$ cat src/rtl/fetch_unit_if.sv
// Fetch-stage bus: instruction-memory port, redirect/hazard/control requests
// and the IF/ID pipeline buffer outputs toward decode.
interface fetch_unit_if #(
  parameter int DATA_WIDTH = 16
);
  logic [DATA_WIDTH-1:0] imem_addr;
  logic [DATA_WIDTH-1:0] imem_data;
  logic                  branch_taken;
  logic [DATA_WIDTH-1:0] branch_target;
  logic                  hazard_stall;
  logic                  flush;
  logic                  halt;
  logic [DATA_WIDTH-1:0] id_instruction;
  logic [DATA_WIDTH-1:0] id_pc_next;
  logic                  id_valid;
  logic                  halted;
  logic [15:0]           fetch_count;

  modport master (
    output imem_addr, id_instruction, id_pc_next, id_valid, halted, fetch_count,
    input  imem_data, branch_taken, branch_target, hazard_stall, flush, halt
  );

  modport slave (
    input  imem_addr, id_instruction, id_pc_next, id_valid, halted, fetch_count,
    output imem_data, branch_taken, branch_target, hazard_stall, flush, halt
  );
endinterface

$ cat src/rtl/fetch_unit.sv
// Instruction-fetch stage: owns the PC, drives instruction memory and fills
// the IF/ID buffer, honouring halt, redirect, flush and hazard-stall requests.
module fetch_unit #(
  parameter int                    DATA_WIDTH = 16,
  parameter logic [DATA_WIDTH-1:0] RESET_PC   = 16'h0000,
  parameter logic [DATA_WIDTH-1:0] NOP_INSTR  = 16'h0000
) (
  input logic          clock,
  input logic          reset,
  fetch_unit_if.master bus
);

  typedef enum logic [0:0] {
    ST_RUN    = 1'b0,
    ST_HALTED = 1'b1
  } state_t;

  state_t                state_r;
  logic [DATA_WIDTH-1:0] pc_r;
  logic [DATA_WIDTH-1:0] id_instruction_r;
  logic [DATA_WIDTH-1:0] id_pc_next_r;
  logic                  id_valid_r;
  logic                  halted_r;
  logic [15:0]           fetch_count_r;
  logic [DATA_WIDTH-1:0] pc_plus2_s;

  assign pc_plus2_s = pc_r + DATA_WIDTH'(2);

  // Single-action-per-edge fetch FSM; a stall simply leaves PC and IF/ID untouched.
  always_ff @(posedge clock) begin
    if (!reset) begin
      state_r          <= ST_RUN;
      pc_r             <= RESET_PC;
      id_instruction_r <= NOP_INSTR;
      id_pc_next_r     <= {DATA_WIDTH{1'b0}};
      id_valid_r       <= 1'b0;
      halted_r         <= 1'b0;
      fetch_count_r    <= 16'h0000;
    end else begin
      case (state_r)
        ST_RUN: begin
          if (bus.halt) begin
            state_r          <= ST_HALTED;
            halted_r         <= 1'b1;
            id_instruction_r <= NOP_INSTR;
            id_pc_next_r     <= {DATA_WIDTH{1'b0}};
            id_valid_r       <= 1'b0;
          end else if (bus.branch_taken) begin
            // Redirect wins over stall/flush so the wrong-path word is squashed.
            pc_r             <= bus.branch_target;
            id_instruction_r <= NOP_INSTR;
            id_pc_next_r     <= {DATA_WIDTH{1'b0}};
            id_valid_r       <= 1'b0;
          end else if (bus.flush) begin
            pc_r             <= pc_plus2_s;
            id_instruction_r <= NOP_INSTR;
            id_pc_next_r     <= {DATA_WIDTH{1'b0}};
            id_valid_r       <= 1'b0;
          end else if (bus.hazard_stall) begin
            pc_r             <= pc_r;
          end else begin
            pc_r             <= pc_plus2_s;
            id_instruction_r <= bus.imem_data;
            id_pc_next_r     <= pc_plus2_s;
            id_valid_r       <= 1'b1;
            if (fetch_count_r != 16'hFFFF) begin
              fetch_count_r <= fetch_count_r + 16'd1;
            end else begin
              fetch_count_r <= fetch_count_r;
            end
          end
        end
        ST_HALTED: begin
          state_r  <= ST_HALTED;
          halted_r <= 1'b1;
        end
        default: begin
          state_r  <= ST_RUN;
          halted_r <= 1'b0;
        end
      endcase
    end
  end

  assign bus.imem_addr      = pc_r;
  assign bus.id_instruction = id_instruction_r;
  assign bus.id_pc_next     = id_pc_next_r;
  assign bus.id_valid       = id_valid_r;
  assign bus.halted         = halted_r;
  assign bus.fetch_count    = fetch_count_r;

endmodule

$ cat src/flat_wrapper.sv
// flat-port wrapper written by rule: the top's interface ports become plain ports
module fetch_unit_flat 
#(
  parameter int                    DATA_WIDTH = 16,
  parameter logic [DATA_WIDTH-1:0] RESET_PC   = 16'h0000,
  parameter logic [DATA_WIDTH-1:0] NOP_INSTR  = 16'h0000
)
  (clock, reset, bus_imem_addr, bus_id_instruction, bus_id_pc_next, bus_id_valid, bus_halted, bus_fetch_count, bus_imem_data, bus_branch_taken, bus_branch_target, bus_hazard_stall, bus_flush, bus_halt);
  fetch_unit_if #(.DATA_WIDTH(DATA_WIDTH)) bus_i ();
  input logic clock;
  input logic reset;
  output wire logic [$bits(bus_i.imem_addr)-1:0] bus_imem_addr;
  output wire logic [$bits(bus_i.id_instruction)-1:0] bus_id_instruction;
  output wire logic [$bits(bus_i.id_pc_next)-1:0] bus_id_pc_next;
  output wire logic [$bits(bus_i.id_valid)-1:0] bus_id_valid;
  output wire logic [$bits(bus_i.halted)-1:0] bus_halted;
  output wire logic [$bits(bus_i.fetch_count)-1:0] bus_fetch_count;
  input wire logic [$bits(bus_i.imem_data)-1:0] bus_imem_data;
  input wire logic [$bits(bus_i.branch_taken)-1:0] bus_branch_taken;
  input wire logic [$bits(bus_i.branch_target)-1:0] bus_branch_target;
  input wire logic [$bits(bus_i.hazard_stall)-1:0] bus_hazard_stall;
  input wire logic [$bits(bus_i.flush)-1:0] bus_flush;
  input wire logic [$bits(bus_i.halt)-1:0] bus_halt;
  assign bus_imem_addr = bus_i.imem_addr;
  assign bus_id_instruction = bus_i.id_instruction;
  assign bus_id_pc_next = bus_i.id_pc_next;
  assign bus_id_valid = bus_i.id_valid;
  assign bus_halted = bus_i.halted;
  assign bus_fetch_count = bus_i.fetch_count;
  assign bus_i.imem_data = bus_imem_data;
  assign bus_i.branch_taken = bus_branch_taken;
  assign bus_i.branch_target = bus_branch_target;
  assign bus_i.hazard_stall = bus_hazard_stall;
  assign bus_i.flush = bus_flush;
  assign bus_i.halt = bus_halt;
  fetch_unit #(.DATA_WIDTH(DATA_WIDTH), .RESET_PC(RESET_PC), .NOP_INSTR(NOP_INSTR)) u_core (.clock(clock), .reset(reset), .bus(bus_i));
endmodule
$ cat config.mk
export PLATFORM = sky130hd
export DESIGN_NAME = fetch_unit_flat
export DESIGN_NICKNAME = d
export VERILOG_FILES = /design/src/rtl/fetch_unit_if.sv /design/src/rtl/fetch_unit.sv /design/src/flat_wrapper.sv
export SDC_FILE = /design/constraint.sdc
export NUM_CORES = 1
export LEC_CHECK = 0
export CAP_MARGIN = 20
export CORE_ASPECT_RATIO = 1.2
export CORE_MARGIN = 2
export CORE_UTILIZATION = 35
export DETAILED_ROUTE_END_ITERATION = 10
export PLACE_DENSITY = 0.73
export SLEW_MARGIN = 20
export SYNTH_ARGS = -nofsm -noshare
export SYNTH_HDL_FRONTEND = slang
export SYNTH_SLANG_ARGS = --single-unit
$ cat constraint.sdc
create_clock -name clock -period 1.49 [get_ports clock]
set_input_delay 0.149 -clock clock [delete_from_list [all_inputs] [get_ports clock]]
set_output_delay 0.149 -clock clock [all_outputs]
set_load 0.01 [all_outputs]
==> out/metrics.cfg <==
[setup_path]
cp_common_cell = buf_4
critPathLaunchType = flop
critical-path-top-delay-family = simple AND/OR/NAND/NOR gates
end_kind = flop
cp_data_required_time_ps = 1770
worstSetupPathType = flop to flop
arrival_ps = 1860
slowest_stage = or4_4
path_cells = buf_6 -> nand4_1 -> buf_4 -> nor4_4 -> buf_4 -> or4_4 -> a21oi_1
max_stage_delay_ps = 410
worst-path-buf-inv = 3
worstPathMaxFanout = 5

[power_and_ir_drop]
total_leakage_power_uw = 0.00213
vdd_drop_max_mv = 0.602
power_per_cell_area_nw_per_um2 = 740

[grt]
grt_max_degree = 37
grt_remaining_overflow = 0
grt_pass1_wl_um = 16600
antenna_found_initial = 0
grt_pass1_vias = 3445
grt_usage = 0.208

[clock_network]
cts-htree-levels = 3
numClockSinks = 67
cts_root_buf = clkbuf_8
clk_pin_slew_ps = 80
hold_buffers = 0
cts_inserted_buffers = 9
cts_buffer_depth = 2
clk_latency_ps = 350
cts_tree = done

[floorplanning]
io_pins = 104
fp.dieW_um = 91.1
num_rows = 38
start_util = 0.356
fp.coreArea_um2 = 8940
fp.dieH_um = 109
dieArea_um2 = 9880

[route]
post_drt_wl_per_cell_um = 15.9
dr.pass1.iters = 4
vias = 3616
ant_nets = 0
drc = 0
viasPerCell = 5.34
totalWireLength_um = 10700
first_iter_violations = 170

[logic_synthesis]
syn_area_um2 = 3190
synth_cell_types = 47
ys_ff_latch = 67
yosys_warnings = 0
syn_inst = 381
ys_async_sr_fraction = 0
avgSynthCellArea_um2 = 8.36
synth-seq-area-share = 0.421
synth-edff-count = 0
syn_nets = 422
netlist_top_cells_area = dfxtp_1 (42%), a22oi_1 (5.7%), nand2_1 (4.7%), nand3_1 (4.2%), nor2_1 (4.1%)
yosys_most_used_dff = dfxtp_1
synth_top_area_cell = dfxtp_1
synth_top_area_frac = 0.421

[cells_and_area]
diodes = 0
nets = 593
syn2layout_area_growth_pct = 69.0
postLayoutCoreUtil = 0.602
multiInputGateArea_um2 = 1940
regArea_um2 = 1360
drive_gt1_frac = 0.280
num-fill-cells = 811

[sta]
setup_slack_ps = -94.6
worst_slew_pin_slew_ps = 437
whs_ps = 277
drv_slew = 0
rsz0062_at_grt = yes
setup_viol = 9
fin_setup_tns_ps = -475
relSlewSlack = 0.705
clock_skew_ps = 14.7
fin_crit_ps = 1580
hold_viol = 0
fmax_mhz = 631
period_share = 1.06

[run]
drv_cap = 0

[status]
status = finished, violations left
violations = negative setup slack

[place]
hpwlAfterDp_um = 7230
place_congestion = 0.798
port_buffers = 103

[min_path]
hold_path.class = input pin to flop

[synth_stat cells (2+ instances only)]
cell / n
a21oi_1: 20
o31ai_1: 5
o21ai_0: 12
buf_1: 2
or3b_2: 2
and4_1: 4
nand4_1: 12
nor4_2: 2
o221ai_1: 2
o211ai_1: 2
nor2_1: 35
mux2i_1: 8
buf_2: 9
o311ai_0: 2
and2_1: 3
o22ai_1: 6
o31a_1: 2
nand4b_1: 5
a22oi_1: 24
a211oi_1: 2
dfxtp_1: 67
o21a_1: 4
and3_1: 6
nand3_1: 27
or4_1: 7
nand2b_1: 8
nor4_1: 7
inv_1: 5
o41ai_1: 4
xnor2_1: 6
a31oi_1: 2
clkbuf_1: 15
nand2_1: 40
ha_1: 3
nor3_1: 8
a21boi_0: 2
[tightest hold or removal path, delay by kind of cell]
kind | cells | cell delay (ps)
AND/OR/NAND/NOR | 2 | 120
buffers and inverters | 2 | 320
[layout make-up]
| cell class | instances | area share |
|---|---|---|
| tap | 120 | 0.0279 |
| timing repair buffer | 186 | 0.317 |
| clock buffer | 11 | 0.0263 |
| sequential | 67 | 0.252 |
| inverter | 6 | 0.00418 |
| clock inverter | 5 | 0.0114 |
| multi-input combinational | 282 | 0.361 |
[cells by family after synthesis]
logic type      Yosys count  share of synthesized area
mux                       8                     0.0251
compound gates           93                      0.197
xor+xnor                  7                     0.0192
flops                    67                      0.421
buf+inv                  32                     0.0412
simple gates            171                      0.285
fa+ha+maj                 3                     0.0118
[placed cells by master (no fill, tap or decap), drive strengths merged, types with 4 or more instances in the layout]
cell and n:
a21oi 20, a22oi 24, and3 6, and4 4
buf 83, clkbuf 11, clkdlybuf4s50 70, dfxtp 67
dlygate4sd2 30, inv 7, mux2i 8, nand2 40
nand2b 8, nand3 27, nand4 12, nand4b 5
nor2 35, nor3 8, nor4 10, o21a 4
o21ai 12, o22ai 6, o31ai 5, o41ai 4
or4 7, xnor2 6
[final timing paths]
check | slack (ps) | endpoint | cells past startpoint | from
setup / recovery | -90 | u_core.bus.fetch_count[9] | 7 | u_core.bus.fetch_count[2]
hold / removal | 280 | u_core.bus.halted | 4 | bus_halt
setup reg to reg | -90 | u_core.bus.fetch_count[9] | 7 | u_core.bus.fetch_count[2]
hold reg to reg | 460 | u_core.bus.id_pc_next[9] | 2 | u_core.bus.id_pc_next[9]
[sequential cells by signal (all words and copies together) (netlist names)]
name and cells:
u_core.bus.id_pc_next 16, u_core.bus.imem_addr 16, u_core.state_r 1, u_core.bus.halted 1
u_core.bus.id_instruction 16, u_core.bus.fetch_count 16, u_core.bus.id_valid 1
[power by group]
group / internal (uW) / switching (uW) / leakage (uW)
logic: 287 / 272 / 0.00148
registers: 1830 / 31.6 / 0.000549
clock network: 828 / 741 / 0.000104
[metal layers]
metal	track usage	wire length [um]	share of wire
met1	0.245	4620	0.43
met2	0.369	5380	0.50
met3	0.0314	493	0.046
met4	0.105	243	0.023
met5	0	0	0
[repair_timing]
item / 4_1_cts / 5_1_grt
gates resized for setup: 73 / 27
pin swaps: 25 / 10
gates cloned: 2 / 0
buffers inserted: 5 / 5
endpoints found under the setup margin: 92 / 54
[per-stage QoR]
| stage | area [um2] | total power, uW | cells | setup WS, ps |
|---|---|---|---|---|
| CTS | 5240 | 3990 | 673 | -156 |
| finish | 5390 | 3990 | 677 | -94.6 |
| global route | 5390 | 4120 | 677 | -154 |
| detailed placement | 4850 | 2430 | 650 | -522 |
| floorplan | 3220 | 2120 | 381 | -17.9 |
| global placement | 4850 | 2420 | 650 | -515 |
No activity file was read; power rests on OpenSTA's default activity.
